--- src/rtl/dt_postproc.sv ---
`default_nettype none
// ============================================================================
//  Module   : dt_postproc
//  Purpose  : Scans a 128x128 distance map once, producing a thresholded,
//             16-pixel-packed mask plus max value/location and foreground count.
//  Revision : 1.0  initial release
// ============================================================================
module dt_postproc (
   input  logic        clk,
   input  logic        reset,
   input  logic        start,
   input  logic [7:0]  threshold,
   output logic        res_rd,
   output logic [13:0] res_addr,
   input  logic [7:0]  res_di,
   output logic        out_wr,
   output logic [9:0]  out_addr,
   output logic [15:0] out_do,
   output logic [7:0]  max_val,
   output logic [13:0] max_addr,
   output logic [14:0] fg_count,
   output logic        busy,
   output logic        done
);

   typedef enum logic [1:0] {
      S_IDLE  = 2'd0,
      S_READ  = 2'd1,
      S_DRAIN = 2'd2,
      S_DONE  = 2'd3
   } state_t;

   localparam logic [13:0] C_LAST_ADDR = 14'd16383;

   state_t      r_state;
   state_t      w_next;
   logic [13:0] r_addr;
   logic [7:0]  r_thr;
   logic        r_pix_vld;
   logic [13:0] r_pix_idx;
   logic [15:0] r_pack;
   logic        r_out_wr;
   logic [9:0]  r_out_addr;
   logic [15:0] r_out_do;
   logic [7:0]  r_max_val;
   logic [13:0] r_max_addr;
   logic [14:0] r_fg_count;
   logic        w_start_acc;
   logic [15:0] w_pack_nxt;

   assign w_start_acc = (r_state == S_IDLE) && start;
   assign w_pack_nxt  = {r_pack[14:0], (res_di >= r_thr)};

   assign res_addr = r_addr;
   assign out_wr   = r_out_wr;
   assign out_addr = r_out_addr;
   assign out_do   = r_out_do;
   assign max_val  = r_max_val;
   assign max_addr = r_max_addr;
   assign fg_count = r_fg_count;

   always_ff @(posedge clk) begin
      if (reset) r_state <= S_IDLE;
      else       r_state <= w_next;
   end

   always_comb begin
      w_next = r_state;
      res_rd = 1'b0;
      busy   = 1'b1;
      done   = 1'b0;
      case (r_state)
         S_IDLE: begin
            busy = 1'b0;
            if (start) w_next = S_READ;
         end
         S_READ: begin
            res_rd = 1'b1;
            if (r_addr == C_LAST_ADDR) w_next = S_DRAIN;
         end
         // The only write that can land in DRAIN is the final word.
         S_DRAIN: begin
            if (r_out_wr) w_next = S_DONE;
         end
         S_DONE: begin
            done   = 1'b1;
            w_next = S_IDLE;
         end
         default: w_next = S_IDLE;
      endcase
   end

   always_ff @(posedge clk) begin
      if (reset) begin
         r_addr     <= '0;
         r_thr      <= '0;
         r_pix_vld  <= 1'b0;
         r_pix_idx  <= '0;
         r_pack     <= '0;
         r_out_wr   <= 1'b0;
         r_out_addr <= '0;
         r_out_do   <= '0;
         r_max_val  <= '0;
         r_max_addr <= '0;
         r_fg_count <= '0;
      end else begin
         // Read data returns one cycle after its address, so track that address.
         r_pix_vld <= (r_state == S_READ);
         r_pix_idx <= r_addr;
         r_out_wr  <= 1'b0;
         if (w_start_acc) begin
            r_thr      <= threshold;
            r_addr     <= '0;
            r_pack     <= '0;
            r_max_val  <= '0;
            r_max_addr <= '0;
            r_fg_count <= '0;
         end else begin
            if (r_state == S_READ && r_addr != C_LAST_ADDR)
               r_addr <= r_addr + 14'd1;
            if (r_pix_vld) begin
               r_pack <= w_pack_nxt;
               if (res_di > r_max_val) begin
                  r_max_val  <= res_di;
                  r_max_addr <= r_pix_idx;
               end
               if (res_di != 8'd0)
                  r_fg_count <= r_fg_count + 15'd1;
               if (r_pix_idx[3:0] == 4'hF) begin
                  r_out_wr   <= 1'b1;
                  r_out_do   <= w_pack_nxt;
                  r_out_addr <= r_pix_idx[13:4];
               end
            end
         end
      end
   end

endmodule
`default_nettype wire

--- config.mk ---
export PLATFORM = sky130hd
export DESIGN_NAME = dt_postproc
export DESIGN_NICKNAME = d
export VERILOG_FILES = /design/src/rtl/dt_postproc.sv
export SDC_FILE = /design/constraint.sdc
export NUM_CORES = 1
export LEC_CHECK = 0
export ABC_AREA = 1
export ABC_CLOCK_PERIOD_IN_PS = 2400
export BUFFER_PORTS_ARGS = -buffer_cell sky130_fd_sc_hd__buf_2
export CAP_MARGIN = 40
export CORE_MARGIN = 10
export CORE_UTILIZATION = 55
export DETAILED_ROUTE_END_ITERATION = 7
export GPL_TIMING_DRIVEN = 0
export PLACE_DENSITY = 0.79
export REMOVE_ABC_BUFFERS = 1
export SYNTH_ARGS = -nofsm -noshare
export SYNTH_HDL_FRONTEND = slang
export SYNTH_SLANG_ARGS = --single-unit
export TNS_END_PERCENT = 5
--- constraint.sdc ---
create_clock -name clk -period 2.4 [get_ports clk]
set_clock_uncertainty 0.05 [all_clocks]
set_input_delay 0.12 -clock clk [delete_from_list [all_inputs] [get_ports clk]]
set_output_delay 0.12 -clock clk [all_outputs]
set_load 0.005 [all_outputs]
==> flow_summary.yaml, run 1 <==
timing:
  slew_violations: 0
  fin_crit_sh: 0.940
  fmax_ghz: 0.443
  hold_viol: 0
  finalSetupViolCount: 0
  period_needed_ps: 2260
  max_slew_margin: 0.570
  tightestPinTransition_ps: 645
  rsz0062_at_grt: "no"
finish:
  drive_gt1_frac: 0.193
  final_cell_mix: "159 x nand2_1, 118 x dfxtp_1, 111 x nor2_1"
  n_antenna_cell: 0
  final_common_cell: "nand2_1"
  post-route-util: 0.722
  final_cells: 984
  final_nets: 884
  area_growth_pct: 26.4
detailed_routing:
  first_pass_iters: 4
  ant_nets: 0
  viasPerCell: 5.18
  drt_iter0_drc: 333
  drc: 0
  routed-via-count: 5093
  detail_route.wl_per_cell_microns: 14.6
  wirelength_microns: 14400
pwr:
  powerDensity_mw_per_mm2: 882
  leakagePower_uw: 0.00290
  ir_drop_v: 0.000648
worst_setup_path:
  critPathRequiredTime_ps: 2760
  r2r_setup_slack_ps: 140
  r2r_end: "max_val[4]$_SDFFE_PP0P_"
  criticalPathCategory: "register to register"
  ff2ff_path_depth: 6
  cp_max_fo: 27
  cp_slowest_cell: "dfxtp_1"
  crit_chain: "inv_2 > a31oi_4 > buf_16 > nand3_1 > nand2_1 > nor2_1"
  cp-end-kind: "register"
  timing.rr.start: "r_pix_vld$_SDFF_PP0_"
  setup.worst_path.start_class: "register"
  worstPathArrival_ps: 2610
  critical-path-max-stage-delay_ps: 730
job:
  maxCapViolations: 0
yosys:
  synth_seq_cells: 118
  syn_area_per_cell_sq_um: 7.26
  ys_types: 29
  ys_seq_area_frac: 0.443
  syn_area_sq_mm: 0.00533
  syn_inst: 734
  yosys_warnings: 0
placement:
  io_buffers: 99
  placed_cells: 935
  gp_congestion: 0.891
  dp_hpwl_microns: 9640
global_route:
  track_usage: 0.201
  grt_max_degree: 43
  grt_antenna_before_repair: 0
  grt_overflow_total: 0
  grt_pass1_vias: 4925
  grt_pass1_wl_microns: 23700
min_path:
  min_to: "r_state[0]$_SDFFE_PP0P_"
  hold_path_startpoint: "start"
  hold_path_class: "primary input to register"
  whs_path_depth: 5
floorplanning:
  fp.dieW_microns: 118
  io_pins: 100
  num_rows: 35
  dieArea_sq_mm: 0.0140
  die_h_microns: 118
  initial_core_util: 0.571
  core_sq_mm: 0.00933
cts:
  htree_levels: 4
  cts_tree: "done"
  clkTransAtPathRegs_ps: 60
  numCtsBuffers: 17
  cts_num_sinks: 118
  cts_setup_buffers: 0
  clk_latency_ps: 510
  clock_path_buffers: 2
  root_buffer: "clkbuf_8"
status:
  outcome: "completed"
-- layer usage --
layer	GRT usage	vias to the layer above	routed length, microns
li1	-	2562	-
met1	0.238	2356	6110
met2	0.352	159	7310
met3	0.0409	16	772
met4	0.0725	0	187
met5	0	-	0
-- how the worst max path moves through the flow --
stage | startpoint | to | slack [ps]
6_report | r_pix_vld$_SDFF_PP0_ | max_val[4]$_SDFFE_PP0P_ | 140
5_1_grt | r_pix_vld$_SDFF_PP0_ | max_val[4]$_SDFFE_PP0P_ | 30
4_1_cts | r_state[0]$_SDFFE_PP0P_ | r_pack[0]$_SDFFE_PP0P_ | 60
3_5_place_dp | r_state[0]$_SDFFE_PP0P_ | out_addr[0]$_SDFFE_PP0P_ | -320
3_3_place_gp | r_state[1]$_SDFFE_PP0P_ | r_pack[0]$_SDFFE_PP0P_ | -600
2_1_floorplan | r_state[0]$_SDFFE_PP0P_ | r_pack[0]$_SDFFE_PP0P_ | 140
-- layout make-up --
cell class	instances	area (sq um)
clock inverter	12	176
fill	740	2590
tap	129	161
sequential	118	2360
timing repair buffer	120	763
clock buffer	20	445
inverter	83	319
multi-input combinational	502	2510
-- state kept, by name (all words and copies together) (netlist names) --
register and cells:
max_addr 14, r_pix_idx 14, res_addr 14, max_val 8
out_do 16, r_state 2, r_pack 15, out_wr 1
r_thr 8, r_pix_vld 1, fg_count 15, out_addr 10
-- through the flow --
| stage | setup WS [ps] | total power (uW) | TNS [ps] | instance area [sq um] | hold WS [ps] |
|---|---|---|---|---|---|
| 2_1_floorplan | 138 | 2880 | 0 | 5160 | 142 |
| 3_3_place_gp | -603 | 3170 | -28430 | 5820 | 355 |
| 3_5_place_dp | -320 | 3280 | -11390 | 5910 | 353 |
| 4_1_cts | 58.3 | 5950 | 0 | 6720 | 16.0 |
| 5_1_grt | 28.6 | 6210 | 0 | 6730 | 72.5 |
| 6_report | 145 | 5940 | 0 | 6730 | 28.7 |
-- worst max-delay path: cells and delay by family, from the launching register on --
family | cells | cell delay, ps
flip-flops | 1 | 730
buffers and inverters | 2 | 550
AO/OA/AOI/OAI | 1 | 570
AND/OR/NAND/NOR | 3 | 240
-- where the power goes --
group / total, uW / internal, uW / switching (uW)
sequential: 2180 / 2080 / 99.6
combinational: 1130 / 403 / 725
clock: 2630 / 1740 / 892
-- cells by family (layout without fill, tap and decap cells) --
kind of cell | count (synthesis) | in the layout | share of synthesized area
XOR/XNOR | 14 | 14 | 0.0230
AO/OA/AOI/OAI | 134 | 134 | 0.137
buffers and inverters | 114 | 235 | 0.0902
AND/OR/NAND/NOR | 331 | 331 | 0.253
flip-flops | 118 | 118 | 0.443
adder cells (fa/ha/maj) | 23 | 23 | 0.0540
-- synthesized netlist by cell type --
master / instances / area, sq um
buf_6: 3 / 33.8
o21bai_1: 1 / 7.51
a31oi_4: 1 / 21.3
inv_1: 72 / 270
or2_2: 1 / 6.26
a21oi_1: 79 / 395
nor2_1: 111 / 417
dfxtp_1: 118 / 2360
inv_2: 11 / 41.3
nand2_4: 1 / 11.3
a21oi_2: 9 / 78.8
nor2_2: 2 / 12.5
o21ai_1: 3 / 15.0
clkbuf_1: 8 / 30.0
nand2_1: 161 / 604
nand3_2: 1 / 10.0
nand3_1: 41 / 205
nor3_1: 4 / 20.0
xor2_1: 10 / 87.6
ha_1: 23 / 288
o21ai_0: 39 / 195
buf_4: 5 / 37.5
o21a_1: 2 / 15.0
buf_1: 6 / 22.5
buf_2: 9 / 45.0
nand4_1: 7 / 43.8
nor2_4: 1 / 11.3
nand2_2: 1 / 6.26
xnor2_1: 4 / 35.0
-- timing repair --
item                                    4_1_cts  5_1_grt
hold endpoints to repair                     30        0
hold buffers                                 17        0
endpoints found under the setup margin       68       55
resized for setup                             4        5
Power figures use the tool's default switching activity.
==> run 2, diff against run 1 <==
BUFFER_PORTS_ARGS = -buffer_cell sky130_fd_sc_hd__buf_4   (was -buffer_cell sky130_fd_sc_hd__buf_2)
==> run 2 against run 1 <==
Die area stayed put. Sequential share of layout area down 0.98 points. Register-to-register slack better by 80 ps. Largest cell class unchanged. Routed wire length down 0.61%. Combinational power about the same.
==> flow_summary.yaml, run 2 (synthesized netlist as in run 1, its figures left out) <==
timing:
  worst_slack_ps: 226
  finalSetupTns_ps: 0
  period_needed_ps: 2170
  slew_violations: 0
  holdWs_ps: 40.4
  finalSetupViolCount: 0
  rsz0062_at_grt: "no"
  hold_viol: 0
  fin_crit_sh: 0.906
  tightestPinTransition_ps: 662
  max_slew_margin: 0.559
  fmax_ghz: 0.460
pwr:
  leakagePower_uw: 0.00289
  power.total_uw: 5900
  powerDensity_mw_per_mm2: 851
  ir_drop_v: 0.000699
floorplanning:
  die_h_microns: 118
  dieArea_sq_mm: 0.0140
  fp.dieW_microns: 118
  initial_core_util: 0.571
  num_rows: 35
  io_pins: 100
  core_sq_mm: 0.00933
cts:
  numCtsBuffers: 17
  clkTransAtPathRegs_ps: 50
  root_buffer: "clkbuf_8"
  cts_tree: "done"
  htree_levels: 4
  clk_latency_ps: 510
  cts_num_sinks: 118
  clock_path_buffers: 2
  cts_setup_buffers: 0
worst_setup_path:
  cpMostUsedCell: "inv_1"
  path_depth: 9
  criticalPathCategory: "register to register"
  cp-end-kind: "register"
  crit_chain: "inv_1 > ha_1 > nand2_2 > inv_2 > nor2_2 > inv_4 > nor2_1 > nand2_1 > inv_1"
  cp_max_fo: 42
  setup.worst_path.start_class: "register"
  critical-path-max-stage-delay_ps: 360
  path_delay_family: "simple AND/OR/NAND/NOR gates"
  critPathRequiredTime_ps: 2810
  worstPathArrival_ps: 2580
  ff2ff_path_depth: 9
  worst-path-buf-inv: 4
  cp_slowest_cell: "dfxtp_1"
min_path:
  whs_path_depth: 5
  hold_path_class: "primary input to register"
finish:
  largest_reg_flops: 16
  drive_gt1_frac: 0.194
  final_nets: 884
  multi_input_area_sq_mm: 0.00250
  regArea_sq_mm: 0.00236
  n_fill_cell: 709
  area_growth_pct: 30.1
  final_cell_mix: "159 x nand2_1, 117 x dfxtp_1, 111 x nor2_1"
  final_common_cell: "nand2_1"
  n_antenna_cell: 0
detailed_routing:
  routed-via-count: 5174
  wirelength_microns: 14300
  detail_route.wl_per_cell_microns: 14.5
  drt_iter0_drc: 300
  ant_nets: 0
  first_pass_iters: 5
  drc: 0
  viasPerCell: 5.26
global_route:
  grt_antenna_before_repair: 0
  met2_usage: 0.349
  busiest_layer: "met2"
  grt_use_met1: 0.233
  grt_util_met3: 0.0571
  grt_pass1_vias: 5044
  grt_max_degree: 43
  grt_overflow_total: 0
  track_usage: 0.201
  grt_pass1_wl_microns: 23900
placement:
  dp_slack_ps: -284
  dp_hpwl_microns: 9630
  io_buffers: 99
  gp_congestion: 0.878
status:
  outcome: "completed"
job:
  maxCapViolations: 0
run 2: changes by cell type in the layout (fill, tap and decap cells not counted), sizes merged:
cell	before	now
clkinvlp	5	3
clkinv	3	7
clkbuf	20	17
run 2: path summary, 6_finish.rpt:
check,endpoint,slack (ps),from
max,r_pack[0]$_SDFFE_PP0P_,230,r_state[0]$_SDFFE_PP0P_
min,r_state[0]$_SDFFE_PP0P_,40,start
max reg2reg,r_pack[0]$_SDFFE_PP0P_,230,r_state[0]$_SDFFE_PP0P_
min reg2reg,out_addr[8]$_SDFFE_PP0P_,400,r_pix_idx[12]$_SDFF_PP0_
run 2: worst reg2reg max path, stage by stage, from the launching register on:
cell and delay (ps):
dfxtp_1 360, inv_1 110, ha_1 240, nand2_2 260, inv_2 70, nor2_2 360
inv_4 300, nor2_1 240, nand2_1 80, inv_1 50
run 2: report_power, final:
part           internal [uW]  leakage [uW]  switching [uW]
combinational            436       0.00165             715
sequential              2080      0.000954             101
clock                   1670      0.000289             893
total                   4190       0.00289            1710
run 2: final cells by class:
cell class	instances	share of cell area
multi-input cells	502	0.361
flip-flops and latches	118	0.341
repair buffers	120	0.142
clock buffers	17	0.0598
inverters	83	0.0460
clock inverters	14	0.0267
well taps	129	0.0233
run 2: metal layers:
metal | wire length (microns) | share of wire | up-vias
li1 | - | - | 2555
met1 | 5980 | 0.42 | 2425
met2 | 7260 | 0.51 | 170
met3 | 789 | 0.055 | 24
met4 | 260 | 0.018 | 0
met5 | 0 | 0 | -
run 2: metrics by stage:
stage                     std cells  utilization  cell area [sq um]
after detailed placement        935        0.658               6140
after floorplan                 703            -               5160
final                           983        0.743               6930
after CTS                       983        0.742               6920
after global routing            983        0.743               6930
after global placement          931        0.650               6060
run 2: timing repair:
action / 4_1_cts / 5_1_grt
hold buffers: 17 / 0
gates resized for setup: 3 / 5
endpoints found under the hold margin: 33 / 0
endpoints found under the setup margin: 27 / 65
==> run 3, diff against run 2 <==
CORE_UTILIZATION = 52   (was 55)
PLACE_DENSITY = 0.75   (was 0.79)
==> run 3 against run 2 <==
Fmax increased by 1.8%. Cell count increased by 0.61%. Largest power group unchanged. Design area decreased by 0.29%. Register-to-register slack improved by 40 ps. Clock power decreased by 7%. Power decreased by 3.1%. Sequential power about the same. Setup slack improved by 39 ps. Hold slack improved by 340 ps.
==> flow_summary.yaml, run 3 (synthesized netlist as in run 1, its figures left out) <==
finish:
  n_antenna_cell: 0
  final_nets: 885
  largest_reg_flops: 16
  final_common_cell: "nand2_1"
  drive_gt1_frac: 0.193
  area_growth_pct: 29.7
  final_area_sq_mm: 0.00691
  final_cell_mix: "159 x nand2_1, 117 x dfxtp_1, 111 x nor2_1"
detailed_routing:
  viasPerCell: 5.03
  wirelength_microns: 13700
  routed-via-count: 4970
  first_pass_iters: 5
  ant_nets: 0
  detail_route.wl_per_cell_microns: 13.9
  drc: 0
  drt_iter0_drc: 278
placement:
  io_buffers: 99
  placed_cell_area_sq_mm: 0.00614
  gp_congestion: 0.889
  dp_hpwl_microns: 9570
pwr:
  ir_drop_v: 0.000533
  powerDensity_mw_per_mm2: 827
  leakagePower_uw: 0.00289
global_route:
  grt_antenna_before_repair: 0
  grt_overflow_total: 0
  grt_pass1_vias: 4822
  grt_pass1_wl_microns: 23100
  grt_max_degree: 43
  track_usage: 0.190
cts:
  root_buffer: "clkbuf_8"
  cts_num_sinks: 118
  clk_latency_ps: 520
  clock_path_buffers: 2
  cts_tree: "done"
  htree_levels: 4
  numCtsBuffers: 17
  clkTransAtPathRegs_ps: 50
timing:
  slew_violations: 0
  rsz0062_at_grt: "no"
  period_needed_ps: 2130
  hold_viol: 0
  finalSetupTns_ps: 0
  holdWs_ps: 377
  max_slew_margin: 0.594
  tightestPinTransition_ps: 608
  fmax_ghz: 0.468
  finalSetupViolCount: 0
  fin_crit_sh: 0.889
worst_setup_path:
  setup.worst_path.start_class: "register"
  critPathRequiredTime_ps: 2820
  cp-end-kind: "register"
  cp_max_fo: 42
  worstPathArrival_ps: 2550
  criticalPathCategory: "register to register"
status:
  outcome: "completed"
floorplanning:
  io_pins: 100
  core_sq_mm: 0.00986
  dieArea_sq_mm: 0.0147
  initial_core_util: 0.540
  num_rows: 36
  die_h_microns: 121
  fp.dieW_microns: 121
min_path:
  hold_path_class: "primary input to register"
job:
  maxCapViolations: 0
run 3: changes by cell type in the layout (fill, tap and decap cells not counted), moves of 2 or more:
cell        previous run  this run
clkinv_4               2         0
bufinv_16              4         2
clkbuf_8               1         4
clkinvlp_4             3         1
clkbuf_1               0         2
clkinv_2               5         7
run 3: worst paths after layout:
kind / from / endpoint / cells past startpoint / slack, ps
worst max-delay path: r_state[1]$_SDFFE_PP0P_ / r_pack[0]$_SDFFE_PP0P_ / 10 / 270
worst min-delay path: threshold[0] / r_thr[0]$_SDFFE_PP0P_ / 4 / 380
worst max register to register: r_state[1]$_SDFFE_PP0P_ / r_pack[0]$_SDFFE_PP0P_ / 10 / 270
worst min register to register: r_pix_idx[7]$_SDFF_PP0_ / out_addr[3]$_SDFFE_PP0P_ / 2 / 400
run 3: repair_timing:
action | 4_1_cts | 5_1_grt
gates resized for setup | 4 | 5
hold endpoints to repair | 35 | 0
gates cloned | 0 | 0
endpoints found under the setup margin | 68 | 56
buffers inserted | 0 | 0
hold buffers | 18 | 0
run 3: metal layers:
metal  routed length, microns  share of wire  global-route usage
met4                      165          0.012              0.0686
met3                      792          0.058              0.0498
met2                     6610           0.48               0.312
met5                        0              0                   0
met1                     6170           0.45               0.234
run 3: worst max-delay path: stages, from the launching register on:
cell	delay (ps)
dfxtp_1	370
inv_1	100
ha_1	230
nand2_2	260
inv_2	90
nor2_4	310
buf_6	220
inv_4	180
nor2_1	150
nand2_1	70
inv_1	40
run 3: power by group:
group | switching (uW) | total (uW) | internal (uW) | leakage, uW
combinational | 700 | 1140 | 436 | 0.00165
clock | 848 | 2390 | 1540 | 0.000284
sequential | 101 | 2190 | 2080 | 0.000954
total | 1650 | 5710 | 4060 | 0.00289
run 3: area by class of cell:
cell class                      count  area (sq um)
Multi-Input combinational cell    502          2510
Fill cell                         821          2950
Timing Repair Buffer              121           992
Clock buffer                       22           463
Sequential cell                   118          2360
Clock inverter                     10           103
Tap cell                          133           166
Inverter                           83           317
run 3: per-stage QoR:
step	utilization	std cells	power, uW	worst slack, ps
global route	0.701	989	6020	39.6
floorplan	-	703	2880	138
finish	0.701	989	5710	265
detailed placement	0.622	939	3320	-307
CTS	0.699	989	5730	66.3
global placement	0.615	935	3220	-600
